[config.mk]
export PLATFORM = sky130hd
export DESIGN_NAME = parity_frame_rx_flat
export DESIGN_NICKNAME = d
export VERILOG_FILES = /design/src/rtl/parity_frame_rx_if.sv /design/src/rtl/parity_frame_rx.sv /design/src/flat_wrapper.sv
export SDC_FILE = /design/constraint.sdc
export NUM_CORES = 1
export LEC_CHECK = 0
export CORE_ASPECT_RATIO = 1.25
export CORE_MARGIN = 10
export CORE_UTILIZATION = 41
export CTS_BUF_LIST = sky130_fd_sc_hd__clkbuf_4 sky130_fd_sc_hd__clkbuf_8 sky130_fd_sc_hd__clkbuf_16
export DETAILED_ROUTE_END_ITERATION = 10
export GPL_TIMING_DRIVEN = 0
export HOLD_SLACK_MARGIN = 0.12
export PLACE_DENSITY = 0.67
export SYNTH_ARGS = -nofsm -noshare
export SYNTH_HDL_FRONTEND = slang
export SYNTH_SLANG_ARGS = --single-unit
export TNS_END_PERCENT = 50
[constraint.sdc]
create_clock -name clk -period 1.9 [get_ports clk]
set_clock_uncertainty 0.15 [all_clocks]
set_input_delay 0.19 -clock clk [delete_from_list [all_inputs] [get_ports clk]]
set_output_delay 0.19 -clock clk [all_outputs]
set_load 0.02 [all_outputs]
[src/rtl/parity_frame_rx_if.sv]
//
// parity_frame_rx_if
// ------------------
// Purpose: bundles the serial line, the word-level output buffer handshake,
// the error flags and the overrun controls of the even-parity frame receiver
// into one connection.
//
// Parameters:
//   WIDTH      number of data bits per frame
//
// Signals:
//   sin        serial line into the receiver (idles high)
//   out_data   received word held in the output buffer
//   out_valid  output buffer holds a frame
//   out_ready  consumer accepts the frame when out_valid && out_ready
//   par_err    parity mismatch for the buffered frame
//   frm_err    stop bit was 0 for the buffered frame
//   ovr        sticky overrun flag
//   ovr_clr    clears ovr
//
// Modports:
//   slave      receiver side (consumes sin, produces the buffer and flags)
//   master     environment side (drives sin, consumes the buffer and flags)

interface parity_frame_rx_if #(
    parameter int WIDTH = 8
);
    logic             sin;
    logic [WIDTH-1:0] out_data;
    logic             out_valid;
    logic             out_ready;
    logic             par_err;
    logic             frm_err;
    logic             ovr;
    logic             ovr_clr;

    modport slave (
        input  sin,
        input  out_ready,
        input  ovr_clr,
        output out_data,
        output out_valid,
        output par_err,
        output frm_err,
        output ovr
    );

    modport master (
        output sin,
        output out_ready,
        output ovr_clr,
        input  out_data,
        input  out_valid,
        input  par_err,
        input  frm_err,
        input  ovr
    );
endinterface

[src/rtl/parity_frame_rx.sv]
//
// parity_frame_rx
// ---------------
// Purpose: receiving end of the even-parity serial link. It deserialises one
// bit per clock into a WIDTH-bit word, checks the parity bit and the stop bit,
// and presents the word with its error flags on a single-entry valid/ready
// output buffer. A frame that completes while the buffer is full and not being
// drained is dropped, and the sticky overrun flag is raised.
//
// Frame on sin: start bit (0), WIDTH data bits LSB first, even parity bit,
// stop bit (1).
//
// Parameters:
//   WIDTH      number of data bits per frame (>= 1)
//
// Ports:
//   clk        system clock, rising edge
//   rst        synchronous active-high reset
//   bus        parity_frame_rx_if.slave: sin, out_data, out_valid, out_ready,
//              par_err, frm_err, ovr, ovr_clr
//
// Optional build macro:
//   PARITY_RX_GRAY_DECODE_EN  when defined, the received word is treated as
//                             Gray code and converted to binary before it is
//                             loaded into out_data; parity is still checked on
//                             the raw received bits.

module parity_frame_rx #(
    parameter int WIDTH = 8
) (
    input  logic                clk,
    input  logic                rst,
    parity_frame_rx_if.slave    bus
);

    localparam int CW = $clog2(WIDTH + 1);

    typedef enum logic [1:0] {
        IDLE,
        DATA,
        PARITY,
        STOP
    } state_t;

    state_t           state_q, state_d;
    logic [CW-1:0]    cnt_q, cnt_d;
    logic [WIDTH-1:0] shift_q, shift_d;
    logic             parity_q, parity_d;
    logic [WIDTH-1:0] outData_q, outData_d;
    logic             outValid_q, outValid_d;
    logic             parErr_q, parErr_d;
    logic             frmErr_q, frmErr_d;
    logic             ovr_q, ovr_d;

    logic [WIDTH-1:0] rxWord;
    logic             drain;
    logic             ovrSet;

`ifdef PARITY_RX_GRAY_DECODE_EN
    // Gray to binary: each binary bit is the XOR of all Gray bits at and above it.
    function automatic logic [WIDTH-1:0] grayToBin(input logic [WIDTH-1:0] g);
        logic [WIDTH-1:0] b;
        b            = '0;
        b[WIDTH-1]   = g[WIDTH-1];
        for (int i = WIDTH - 2; i >= 0; i--) begin
            b[i] = b[i+1] ^ g[i];
        end
        return b;
    endfunction

    assign rxWord = grayToBin(shift_q);
`else
    assign rxWord = shift_q;
`endif

    // The buffer is being emptied this cycle, which also frees it for a commit.
    assign drain = outValid_q && bus.out_ready;

    // Next-state logic for the frame FSM, the output buffer and the overrun flag.
    // A completed frame is committed at the STOP edge when the buffer is free or
    // draining; otherwise it is dropped and ovr is raised. A set of ovr takes
    // priority over a simultaneous clear.
    always_comb begin
        state_d    = state_q;
        cnt_d      = cnt_q;
        shift_d    = shift_q;
        parity_d   = parity_q;
        outData_d  = outData_q;
        outValid_d = outValid_q;
        parErr_d   = parErr_q;
        frmErr_d   = frmErr_q;
        ovr_d      = ovr_q;
        ovrSet     = 1'b0;

        if (drain) begin
            outValid_d = 1'b0;
        end

        case (state_q)
            IDLE: begin
                if (!bus.sin) begin
                    state_d = DATA;
                    cnt_d   = '0;
                end
            end
            DATA: begin
                for (int i = 0; i < WIDTH; i++) begin
                    if (cnt_q == CW'(i)) begin
                        shift_d[i] = bus.sin;
                    end
                end
                cnt_d = cnt_q + CW'(1);
                if (cnt_q == CW'(WIDTH - 1)) begin
                    state_d = PARITY;
                end
            end
            PARITY: begin
                parity_d = bus.sin;
                state_d  = STOP;
            end
            STOP: begin
                // A low stop bit is flagged, never reused as the next start bit.
                state_d = IDLE;
                if (!outValid_q || drain) begin
                    outData_d  = rxWord;
                    parErr_d   = (^shift_q) ^ parity_q;
                    frmErr_d   = ~bus.sin;
                    outValid_d = 1'b1;
                end else begin
                    ovrSet = 1'b1;
                end
            end
            default: begin
                state_d = IDLE;
            end
        endcase

        if (ovrSet) begin
            ovr_d = 1'b1;
        end else if (bus.ovr_clr) begin
            ovr_d = 1'b0;
        end
    end

    // State register; reset aborts any frame in progress and empties the buffer.
    always_ff @(posedge clk) begin
        if (rst) begin
            state_q    <= IDLE;
            cnt_q      <= '0;
            shift_q    <= '0;
            parity_q   <= 1'b0;
            outData_q  <= '0;
            outValid_q <= 1'b0;
            parErr_q   <= 1'b0;
            frmErr_q   <= 1'b0;
            ovr_q      <= 1'b0;
        end else begin
            state_q    <= state_d;
            cnt_q      <= cnt_d;
            shift_q    <= shift_d;
            parity_q   <= parity_d;
            outData_q  <= outData_d;
            outValid_q <= outValid_d;
            parErr_q   <= parErr_d;
            frmErr_q   <= frmErr_d;
            ovr_q      <= ovr_d;
        end
    end

    assign bus.out_data  = outData_q;
    assign bus.out_valid = outValid_q;
    assign bus.par_err   = parErr_q;
    assign bus.frm_err   = frmErr_q;
    assign bus.ovr       = ovr_q;

endmodule

[src/flat_wrapper.sv]
// flat-port wrapper written by rule: the top's interface ports become plain ports
module parity_frame_rx_flat 
#(
    parameter int WIDTH = 8
)
  (clk, rst, bus_sin, bus_out_ready, bus_ovr_clr, bus_out_data, bus_out_valid, bus_par_err, bus_frm_err, bus_ovr);
  parity_frame_rx_if #(.WIDTH(WIDTH)) bus_i ();
  input  logic clk;
  input  logic rst;
  input wire logic [$bits(bus_i.sin)-1:0] bus_sin;
  input wire logic [$bits(bus_i.out_ready)-1:0] bus_out_ready;
  input wire logic [$bits(bus_i.ovr_clr)-1:0] bus_ovr_clr;
  output wire logic [$bits(bus_i.out_data)-1:0] bus_out_data;
  output wire logic [$bits(bus_i.out_valid)-1:0] bus_out_valid;
  output wire logic [$bits(bus_i.par_err)-1:0] bus_par_err;
  output wire logic [$bits(bus_i.frm_err)-1:0] bus_frm_err;
  output wire logic [$bits(bus_i.ovr)-1:0] bus_ovr;
  assign bus_i.sin = bus_sin;
  assign bus_i.out_ready = bus_out_ready;
  assign bus_i.ovr_clr = bus_ovr_clr;
  assign bus_out_data = bus_i.out_data;
  assign bus_out_valid = bus_i.out_valid;
  assign bus_par_err = bus_i.par_err;
  assign bus_frm_err = bus_i.frm_err;
  assign bus_ovr = bus_i.ovr;
  parity_frame_rx #(.WIDTH(WIDTH)) u_core (.clk(clk), .rst(rst), .bus(bus_i));
endmodule
Word-level counts from Yosys, hierarchy flattened:

Cells that the tools add are included.

* register bits: 27
* word-level logic and storage cells: 62
* output and inout port bits: 12

* bitwise operators: 2
* $add $sub $neg: 1
* reduce and logical (&&, ||, !) cells: 19
* equal/unequal tests: 12
* mux-type cells: 12

Operators by type and width (count)
* 2-bit AND reduction: 11
* 4-bit by 3-bit equality test with 1-bit output, second input constant: 4
* 4-bit by 2-bit equality test with 1-bit output, second input constant: 2
* 2-bit one-hot mux with 4 select lines: 1
* 4-bit one-hot mux with 2 select lines: 1
* 8-bit parity: 1
* 1-bit two-way mux: 7
* 4-bit by 1-bit adder with 4-bit output, second input constant: 1
* 2-bit equality test, second input constant: 2
* 4-bit by 1-bit equality test with 1-bit output, second input constant: 1
* 4-bit zero test: 1
* 2-bit two-way mux: 2
* 4-bit two-way mux: 1
* 2-bit nonzero test: 2
* 2-bit by 1-bit equality test with 1-bit output, second input constant: 1
* 2-bit zero test: 1
* 2-bit by 1-bit != test with 1-bit output, second input constant: 1
* 2-bit != test, second input constant: 1
* 1-bit logical AND: 1
* 1-bit zero test: 1
* 1-bit logical OR: 1
* 1-bit inverter: 1
* 1-bit bitwise XOR: 1

Longest topological paths before layout:

* depth after elaboration: 5
* mapped depth: 6
* gate-level depth less buffers: 6

Worst setup path before layout:

Ideal clock, no wire load.

* path kind: reg2reg
* from: register u_core.shift_q[6], in the netlist u_core.rxWord[6]
* to: register u_core.parErr_q, in the netlist u_core.bus.par_err
* period minus slack after synthesis: 1559 ps
* data arrival time: 1330 ps
* cell stages (with the launch flop): 5
* data required time: 1671 ps
* setup slack: 341 ps
* path buffers: 0
* cell sequence: dfxtp_1 -> xor2_1 -> xnor3_1 -> or4b_1 -> o211ai_1

* cells in the longest elaborated chain, start to end: 2

RTL lines
* from (decl): line parity_frame_rx.sv:47 `logic [WIDTH-1:0] shift_q, shift_d;`
* from (signal assigned): line parity_frame_rx.sv:160 `shift_q <= shift_d;`
* 8-bit parity: line parity_frame_rx.sv:126 `parErr_d = (^shift_q) ^ parity_q;`
* 1-bit bitwise XOR: line parity_frame_rx.sv:126
* to (signal assigned): line parity_frame_rx.sv:164 `parErr_q <= parErr_d;`
* to (decl): line parity_frame_rx.sv:51 `logic parErr_q, parErr_d;`

No other way between the ends.
A chain may end at the register's enable or synchronous reset.

Worst setup path after layout:

* from: register u_core.state_q[1]
* to: register u_core.state_q[1]

* cells in the longest elaborated chain, start to end: 3
* elaborated cells between the ends (all ways): 8
* those cells by class: eq/ne (5); mux (1); reduce/logical (2)

RTL lines
* from (decl): line parity_frame_rx.sv:45 `state_t state_q, state_d;`
* from (signal assigned): line parity_frame_rx.sv:158 `state_q <= state_d;`
* 2-bit by 1-bit equality test with 1-bit output / 2-bit zero test (equally long branches): line parity_frame_rx.sv:99 `case (state_q)`
* 2-bit by 1-bit != test with 1-bit output (no line) / 2-bit != test (equally long branches)
* 2-bit AND reduction (no line)

Several ways; a longest one is shown, not always the timed one.

==> run_results.csv <==
group,metric,value,unit
status,status,"completed",
worst_setup_path,critPathArrivalTime,1830,ps
floorplan,fp.dieW,69.9,um
power_and_ir_drop,finalPower,1340,uW
floorplan,die_y,82.4,um
logic_synthesis,synthesis.nets,153,
clocking,cts_buffers,3,
power_and_ir_drop,p_leak,0.000656,uW
sta,fin_setup_tns,0,ps
logic_synthesis,synth_cell_types,29,
sta,fmax,568,MHz
clocking,cts_root_buf,"clkbuf_4",
sta,period_minus_slack,1760,ps
worst_setup_path,cp-end-kind,"register",
clocking,cts_sinks,27,
global_routing,antenna_found_initial,0,
worst_setup_path,reg2reg_depth,6,
power_and_ir_drop,peakVddDrop,0.471,mV
floorplan,die_area,5760,um2
detailed_routing,firstDrtPassIters,4,
worst_setup_path,reg2reg_from,"u_core.state_q[1]",
logic_synthesis,synth_ff_type,"dfxtp_1",
detailed_routing,wl_met3,158,um
global_routing,grt_pass1_vias,998,
worst_setup_path,critPathKind,"reg -> reg",
detailed_routing,wl_met1,1.10,mm
clocking,cts_tree,"yes",
placement,hpwl,1.90,mm
clocking,postCtsSetupRepairBufs,0,
clocking,cts_max_level,1,
finish,mostFrequentLayoutCells,"27 x dfxtp_1, 25 x nor2_1, 18 x mux2i_1, 15 x clkdlybuf4s50_1, 8 x ha_1",
global_routing,grt_overflow,0,
sta,maxSlewHeadroom,66.4,%
sta,setup_viol,0,
detailed_routing,wl_per_cell,12.9,um
global_routing,grtUsageTotal,8.91,%
finish,drive_gt1_share,4.38,%
placement,place.gp.congestion,0.840,
worst_hold_path,whs_endpoint,"u_core.bus.frm_err",
clocking,clockBufferDepth,2,
logic_synthesis,synth_edf_count,0,
detailed_routing,ant_nets,0,
floorplan,fp-row-count,22,
sta,slew_viol_final,0,
worst_hold_path,min_path_type,"reg -> reg",
sta,final_hold_viol_count,0,
placement,port-buffer-count,15,
clocking,clk_latency,320,ps
global_routing,grt_pass1_wl,4.41,mm
worst_hold_path,hp-start,"u_core.bus.frm_err",
job,maxCapViolCount,0,
logic_synthesis,seq_area_frac_synth,42.3,%
finish,ff_latch_area,541,um2
sta,rsz0062_at_grt,"false",
worst_setup_path,start_kind,"register",
detailed_routing,wl,2.53,mm
logic_synthesis,synth_seq_cells,27,
sta,worstMarginPinSlew,505,ps
logic_synthesis,synth_area_per_cell,9.12,um2
finish,nets,174,
detailed_routing,detail_route.vias_per_cell,5.06,
logic_synthesis,async_reset_ff_share,0,%
sta,post-route-period-util,92.7,%
detailed_routing,route.detailed.drc,0,
detailed_routing,vias,991,
finish,fin_area,1510,um2
logic_synthesis,yosys_warnings,0,
finish,multi_input_area,687,um2
logic_synthesis,netlist_area,1280,um2
finish,fillers,283,
worst_setup_path,reg2reg_slack,140,ps
placement,placed_cell_area,1470,um2
worst_setup_path,r2r_end,"u_core.state_q[1]",
global_routing,grt_max_degree,17,
detailed_routing,drt_iter0_drc,19,
worst_setup_path,cp_max_fo,10,
clocking,clk_pin_slew,160,ps
power_and_ir_drop,power_density,886,nW/um2
worst_setup_path,required,1960,ps
worst_hold_path,hold_path_depth,2,
detailed_routing,wl_met2,1.24,mm
floorplan,io_pins,17,
finish,diodes,0,
floorplan,coreArea,2970,um2
detailed_routing,top_layer_used,"met4",
logic_synthesis,synthCells,140,
floorplan,start_util,43.0,%
finish,synthToLayoutAreaGrowth,18.4,%
finish,layout_commonest_cell,"dfxtp_1",
-- worst max-delay path by stage --
stage                                 start                endpoint  slack, ps  cells after the start
after floorplan            u_core.rxWord[6]      u_core.bus.par_err        340                      4
after global placement        bus_out_ready  u_core.bus.out_data[6]         50                      6
after detailed placement      bus_out_ready  u_core.bus.out_data[6]         20                      6
after CTS                 u_core.state_q[1]       u_core.state_q[1]        140                      6
after global routing      u_core.state_q[1]       u_core.state_q[1]         20                      6
final                     u_core.state_q[1]       u_core.state_q[1]        140                      6
-- sequential cells by signal, summed over array words and instances, names as in the netlist --
signal	count
u_core.rxWord	8
u_core.state_q	2
u_core.bus.frm_err	1
u_core.cnt_q	4
u_core.bus.out_data	8
u_core.parity_q	1
u_core.bus.out_valid	1
u_core.bus.ovr	1
u_core.bus.par_err	1
-- stage by stage --
stage,std cells,setup slack [ps],utilization (%),hold slack [ps]
2_1_floorplan,140,341,-,239
3_3_place_gp,191,48.3,49.5,296
3_5_place_dp,191,24.6,49.5,302
4_1_cts,196,141,50.9,319
5_1_grt,196,16.3,50.9,357
6_report,196,139,50.9,314
-- power by group --
| part | total [uW] | switching, uW | internal (uW) |
|---|---|---|---|
| clock | 260 | 179 | 80.4 |
| sequential | 657 | 45.1 | 612 |
| combinational | 423 | 246 | 177 |
| total | 1340 | 470 | 869 |
-- cell usage after synthesis, types with 2 or more instances --
cell type / number / area [um2]
nor2b_1: 4 / 25.0
nor2_1: 25 / 93.8
xnor2_1: 3 / 26.3
inv_1: 5 / 18.8
dfxtp_1: 27 / 541
mux2i_1: 18 / 180
clkbuf_1: 6 / 22.5
nand3b_1: 2 / 15.0
nor3_1: 5 / 25.0
nand2_1: 7 / 26.3
xor2_1: 2 / 17.5
ha_1: 8 / 100
nand3_1: 6 / 30.0
o21ai_0: 2 / 10.0
a21oi_1: 6 / 30.0
-- cell families (layout without fill, tap and decap cells) --
group | after synthesis | in the layout | share of synthesized area, %
simple gates | 55 | 55 | 20.2
flops | 27 | 27 | 42.3
mux | 19 | 19 | 15.0
buf+inv | 13 | 33 | 3.92
compound gates | 12 | 12 | 5.58
fa+ha+maj | 8 | 8 | 7.84
xor+xnor | 6 | 6 | 5.19
-- final cells by class --
class / instances / area share (%)
well taps: 36 / 2.98
repair buffers: 16 / 10.6
clock inverters: 1 / 0.496
flip-flops and latches: 27 / 35.7
plain buffers: 8 / 2.07
inverters: 5 / 1.24
multi-input cells: 100 / 45.4
clock buffers: 3 / 1.49
-- worst max-delay path, cell delays in order, from the launching register on --
cell      delay [ps]
dfxtp_1          410
inv_1             70
ha_1             250
clkbuf_1         250
a21oi_1          270
mux2i_1          210
nor2_1            50
-- repair_timing --
action,CTS,global route
hold buffers,1,0
endpoints found under the hold margin,4,0
gates resized for setup,0,0
-- routing by layer --
metal / track usage, % / up-vias
li1: - / 502
met1: 9.68 / 460
met2: 16.2 / 23
met3: 2.74 / 6
met4: 2.96 / 0
met5: 0 / -
No activity file was read; power rests on OpenSTA's default activity.
